===== src/rtl/load_store_unit.sv =====
// RV32I load/store unit: one word-aligned bus transaction per access with byte-lane steering,
// load sign/zero extension and a request timeout. Define MISALIGNED_TRAP_EN to trap misaligned accesses.
module load_store_unit #(
  parameter int TIMEOUT_CYCLES = 16
) (
  input  logic        clk,
  input  logic        reset,
  input  logic        start,
  input  logic        data_r,
  input  logic        data_w,
  input  logic [1:0]  data_size,
  input  logic        unsigned_value,
  input  logic [31:0] addr,
  input  logic [31:0] wdata,
  output logic        busy,
  output logic        done,
  output logic        err,
  output logic [31:0] rd_data,
  output logic        bus_req,
  output logic        bus_we,
  output logic [31:0] bus_addr,
  output logic [3:0]  bus_be,
  output logic [31:0] bus_wdata,
  input  logic        bus_ack,
  input  logic [31:0] bus_rdata
);

  localparam int CNT_W = (TIMEOUT_CYCLES > 1) ? $clog2(TIMEOUT_CYCLES) : 1;
  localparam logic [CNT_W-1:0] CNT_LAST = CNT_W'(TIMEOUT_CYCLES - 1);

  typedef enum logic [1:0] {
    IDLE = 2'b00,
    REQ  = 2'b01,
    RESP = 2'b10
  } state_t;

  state_t           state_r, state_s;
  logic [CNT_W-1:0] cnt_r;
  logic             go_s, trap_s, ack_s, timeout_s, misalign_s;
  logic             busy_r, done_r, err_r, bus_req_r, bus_we_r;
  logic [31:0]      rd_data_r, bus_addr_r, bus_wdata_r;
  logic [3:0]       bus_be_r;
  logic [1:0]       size_r, lo_r;
  logic             uns_r;

  function automatic logic [3:0] lane_be(input logic [1:0] size, input logic [1:0] lo);
    logic [3:0] be;
    case (size)
      2'b00:   be = 4'b0001 << lo;
      2'b01:   be = lo[1] ? 4'b1100 : 4'b0011;
      default: be = 4'b1111;
    endcase
    return be;
  endfunction

  function automatic logic [31:0] lane_wdata(input logic [1:0] size, input logic [31:0] wd);
    logic [31:0] v;
    case (size)
      2'b00:   v = {4{wd[7:0]}};
      2'b01:   v = {2{wd[15:0]}};
      default: v = wd;
    endcase
    return v;
  endfunction

  function automatic logic [31:0] extend_load(input logic [1:0] size, input logic [1:0] lo,
                                              input logic uns, input logic [31:0] rdata);
    logic [7:0]  b;
    logic [15:0] h;
    logic [31:0] v;
    b = rdata[{lo, 3'b000} +: 8];
    h = rdata[{lo[1], 4'b0000} +: 16];
    case (size)
      2'b00:   v = uns ? {24'h000000, b} : {{24{b[7]}}, b};
      2'b01:   v = uns ? {16'h0000, h} : {{16{h[15]}}, h};
      default: v = rdata;
    endcase
    return v;
  endfunction

`ifdef MISALIGNED_TRAP_EN
  function automatic logic misaligned(input logic [1:0] size, input logic [1:0] lo);
    logic m;
    case (size)
      2'b00:   m = 1'b0;
      2'b01:   m = lo[0];
      2'b10:   m = (lo != 2'b00);
      default: m = 1'b1;
    endcase
    return m;
  endfunction
`endif

  // Next-state and completion-cause decode
  always_comb begin
    state_s   = state_r;
    go_s      = 1'b0;
    trap_s    = 1'b0;
    ack_s     = 1'b0;
    timeout_s = 1'b0;
`ifdef MISALIGNED_TRAP_EN
    misalign_s = misaligned(data_size, addr[1:0]);
`else
    misalign_s = 1'b0;
`endif
    case (state_r)
      IDLE: begin
        if (start && (data_r || data_w)) begin
          if (misalign_s) begin
            trap_s  = 1'b1;
            state_s = RESP;
          end else begin
            go_s    = 1'b1;
            state_s = REQ;
          end
        end else begin
          state_s = IDLE;
        end
      end
      REQ: begin
        // An ack in the last allowed cycle takes precedence over the abort
        if (bus_ack) begin
          ack_s   = 1'b1;
          state_s = RESP;
        end else if (cnt_r == CNT_LAST) begin
          timeout_s = 1'b1;
          state_s   = RESP;
        end else begin
          state_s = REQ;
        end
      end
      RESP:    state_s = IDLE;
      default: state_s = IDLE;
    endcase
  end

  // State, registered outputs, captured access attributes and timeout counter
  always_ff @(posedge clk) begin
    if (reset) begin
      state_r     <= IDLE;
      cnt_r       <= {CNT_W{1'b0}};
      busy_r      <= 1'b0;
      done_r      <= 1'b0;
      err_r       <= 1'b0;
      bus_req_r   <= 1'b0;
      bus_we_r    <= 1'b0;
      bus_addr_r  <= 32'h0000_0000;
      bus_be_r    <= 4'b0000;
      bus_wdata_r <= 32'h0000_0000;
      rd_data_r   <= 32'h0000_0000;
      size_r      <= 2'b00;
      lo_r        <= 2'b00;
      uns_r       <= 1'b0;
    end else begin
      state_r   <= state_s;
      busy_r    <= (state_s != IDLE);
      done_r    <= (state_s == RESP);
      bus_req_r <= (state_s == REQ);
      err_r     <= trap_s | timeout_s;

      if (go_s) begin
        cnt_r       <= {CNT_W{1'b0}};
        bus_we_r    <= data_w;
        bus_addr_r  <= {addr[31:2], 2'b00};
        bus_be_r    <= lane_be(data_size, addr[1:0]);
        bus_wdata_r <= lane_wdata(data_size, wdata);
        size_r      <= data_size;
        lo_r        <= addr[1:0];
        uns_r       <= unsigned_value;
      end else if (state_r == REQ) begin
        cnt_r <= cnt_r + CNT_W'(1);
      end

      if (trap_s || timeout_s) begin
        rd_data_r <= 32'h0000_0000;
      end else if (ack_s && !bus_we_r) begin
        rd_data_r <= extend_load(size_r, lo_r, uns_r, bus_rdata);
      end
    end
  end

  assign busy      = busy_r;
  assign done      = done_r;
  assign err       = err_r;
  assign rd_data   = rd_data_r;
  assign bus_req   = bus_req_r;
  assign bus_we    = bus_we_r;
  assign bus_addr  = bus_addr_r;
  assign bus_be    = bus_be_r;
  assign bus_wdata = bus_wdata_r;

endmodule


===== config.mk =====
export PLATFORM = sky130hd
export DESIGN_NAME = load_store_unit
export DESIGN_NICKNAME = d
export VERILOG_FILES = /design/src/rtl/load_store_unit.sv
export SDC_FILE = /design/constraint.sdc
export NUM_CORES = 1
export LEC_CHECK = 0
export BUFFER_PORTS_ARGS = -buffer_cell sky130_fd_sc_hd__clkbuf_2
export CAP_MARGIN = 20
export CELL_PAD_IN_SITES_DETAIL_PLACEMENT = 0
export CELL_PAD_IN_SITES_GLOBAL_PLACEMENT = 1
export CORE_MARGIN = 1
export CORE_UTILIZATION = 31
export DETAILED_ROUTE_END_ITERATION = 16
export PLACE_DENSITY = 0.85
export SLEW_MARGIN = 0
export SYNTH_ARGS = -nofsm -noshare
export SYNTH_HDL_FRONTEND = slang
export SYNTH_SLANG_ARGS = --single-unit

===== constraint.sdc =====
create_clock -name clk -period 1.65 [get_ports clk]
set_input_delay 0.165 -clock clk [delete_from_list [all_inputs] [get_ports clk]]
set_output_delay 0.165 -clock clk [all_outputs]
set_load 0.01 [all_outputs]

==> metrics.txt <==
synth-to-layout area growth 48.60%; maximum number of pins on one net before global-route repair 83; number of antenna-violating nets in the routed design 0; Overall Global Routing Usage 0.1985; timing startpoint of the critical path lo_r[0]; I/O pins 210; number of cells on the worst reg-to-reg path 5; Yosys warnings 0; Final Instance Count excl. Fillers 1,063; run status complete, no violations; Cell Int Power 5.868 mW; capture point of the critical path rd_data[12]; fill cell instance count of the final layout 1,526; Std-Cell Rows 45; endpoint class of the critical path register; post-route setup TNS 0 ps; share of synthesized area occupied by flip-flops and latches 0.4612; highest ir drop seen on vdd 706.1 uV; Max Slew Vio Count 0; share of total power consumed by net switching 0.2557; summed instance area of the synthesized netlist 4948 um2; number of distinct library cells after synthesis 42; power per cell area 1072 nW/um2; floorplan core area between 15,000 and 20,000 um2; Die Area between 15,000 and 20,000 um2; number of antenna diodes 0; asr flop ratio synth 0; Avg Cell Area, Syn about 8.3 um2; HPWL Detailed 10,660 um; Placed Cells 986; flop and latch count out of synthesis ~110; data required time of the critical path 1940 ps; die width 128.3 um; GP Congestion roughly 0.8; global-route wire length before repair roughly 25,000 um; r2r startpoint lo_r[0]; 1st-iter DRT viols 332; CP max FO 7; master cell of the clock root buffer clkbuf_16; latest clock arrival within the worst-skew pair 420 ps; deepest level of the CTS H-tree 4; most common library cell in the layout ignoring fill and taps clkbuf_2; Clock Sinks 114; critical register-to-register path endpoint rd_data[12]; switching pwr 2.016 mW; worst reg2reg setup slack 80 ps; nets@finish around 950; Seq. cell area 2286 um2; max cap viols 0; unrepaired setup endpoints after global routing no; drt via density between 4 and 5; leading cell types in the layout, fill and taps excluded 206 x clkbuf_2, 147 x nand2_1, 113 x dfxtp_1; proportion of power drawn by flip-flops and latches 0.385; shortest clock period the worst path allows after layout between 1500 and 2000 ps; Die Y-Extent 128.3 um; antenna violations before repair 0; final number of hold-violating endpoints 0; fmax 638.7 MHz; post-synthesis cell count 594; Multi-input gate area 2406 um2; sum of overflow across all layers after global routing 0; ratio of cells with drive above 1 in the final layout 0.3404; slew at the pin closest to its max-slew limit 547.3 ps; TritonCTS buffer count 17; drc violations 0; routed length per instance 15.22 um; Static Leakage between 3 and 4 nW; setup violation total in the final timing report 0; TritonCTS clock tree done; worst endpoint data arrival time 1850 ps; clk slew on worst S/H paths 50 ps; count of flip-flops with a built-in enable after synthesis 0; logic gate share of total power 0.157; total number of vias 5,179; worst hold margin approximately 24 ps; top flip-flop cell by instance count after synthesis dfxtp_1; starting utilization of the core area 0.3219; via count of the first global-routing pass 4,850; sort of element at the start of the critical path register; Clock power frac 0.458; worst setup path category reg2reg; Post-Route Skew between 10 and 15 ps; Total Wirelength 16,180 um; Max-slew headroom 0.6351; part of the cycle the worst path needs 0.9489; worst hold path class in2reg; maximum clock path buffer count 2; DR pass1 iterations 5; count of port buffers added during placement 207
[cell usage after synthesis (2+ instances only)]
cell type | number | share of area
o21ai_0 | 43 | 0.043
a221oi_1 | 8 | 0.014
a21oi_1 | 65 | 0.066
nor3b_1 | 3 | 0.0046
buf_4 | 5 | 0.0076
xor2_1 | 2 | 0.0035
nand2b_1 | 5 | 0.0063
a311oi_1 | 10 | 0.018
mux2i_1 | 26 | 0.053
o211ai_1 | 10 | 0.015
buf_2 | 9 | 0.0091
nand3b_1 | 7 | 0.011
clkbuf_1 | 26 | 0.020
nor2b_1 | 2 | 0.0025
nor3_1 | 15 | 0.015
buf_6 | 3 | 0.0068
buf_1 | 8 | 0.0061
a21oi_2 | 10 | 0.018
dfxtp_1 | 114 | 0.46
nand2_1 | 147 | 0.11
inv_1 | 9 | 0.0068
a211oi_1 | 17 | 0.026
nor2_1 | 26 | 0.020
a31o_2 | 6 | 0.011
[routing by layer]
metal,share of wire,vias to the layer above,track usage
met5,0,-,0
met3,0.086,18,0.06611
met4,0.013,0,0.08166
li1,-,2562,-
met2,0.48,223,0.3173
met1,0.42,2376,0.2452
[critical path, stage by stage (launching register included)]
cell and delay (ps):
dfxtp_4 370, mux2_4 310, a31o_1 200, o41ai_4 310, buf_4 200, a211oi_1 50
[power by group through the flow]
stage	Combinational, mW	Sequential (mW)	Clock, mW
4_1_cts	1.23	3.04	3.70
3_5_place_dp	1.13	3.09	0
5_1_grt	1.36	3.06	3.80
3_3_place_gp	1.13	3.08	0
6_report	1.24	3.04	3.61
2_1_floorplan	0.561	3.15	0
[sequential cells by signal, indices dropped and copies added, names as in the netlist, 2 cells and up]
| name | flops |
|---|---|
| bus_wdata | 32 |
| rd_data | 32 |
| bus_addr | 30 |
| bus_be | 4 |
| cnt_r | 4 |
| lo_r | 2 |
| size_r | 2 |
| state_r | 2 |
[area by class of cell]
| type | count | share of cell area |
|---|---|---|
| clock buffers | 23 | 0.06772 |
| inverters | 10 | 0.005105 |
| repair buffers | 280 | 0.2426 |
| multi-input cells | 420 | 0.3272 |
| flip-flops and latches | 114 | 0.3109 |
| clock inverters | 5 | 0.01055 |
| well taps | 211 | 0.03590 |
[worst min-delay path by stage]
stage,from,end,slack [ps],cells after the start
2_1_floorplan,addr[0],lo_r[0],300,2
3_3_place_gp,addr[18],bus_addr[18],390,3
3_5_place_dp,addr[19],bus_addr[19],390,3
4_1_cts,addr[30],bus_addr[30],0.2,3
5_1_grt,bus_rdata[31],rd_data[31],7,3
6_report,bus_rdata[31],rd_data[31],20,3
[repair_timing]
item | CTS | global route
endpoints found under the setup margin | 24 | 19
gates resized for setup | 1 | 4
gates cloned | 0 | 0
pin swaps | 2 | 2
endpoints found under the hold margin | 45 | 0
setup buffers | 2 | 2
hold buffers | 45 | 0
[cell families after synthesis]
| family | synth area share |
|---|---|
| multiplexers | 0.05562 |
| adder cells (fa/ha/maj) | 0.002528 |
| flip-flops | 0.4612 |
| buffers and inverters | 0.05689 |
| XOR/XNOR | 0.005311 |
| other | 0.0007578 |
| AO/OA/AOI/OAI | 0.2364 |
| AND/OR/NAND/NOR | 0.1813 |
[metrics by stage]
step / cell area [um2] / utilization / worst slack, ps / total power [mW]
2_1_floorplan: 4952 / - / 81.63 / 3.713
3_3_place_gp: 6259 / 0.4072 / -109.1 / 4.217
3_5_place_dp: 6259 / 0.4072 / -192.9 / 4.225
4_1_cts: 7313 / 0.4758 / 2.149 / 7.965
5_1_grt: 7353 / 0.4784 / 5.188 / 8.218
6_report: 7353 / 0.4784 / 84.37 / 7.885
Note: power is estimated with default switching activity, not from simulation.
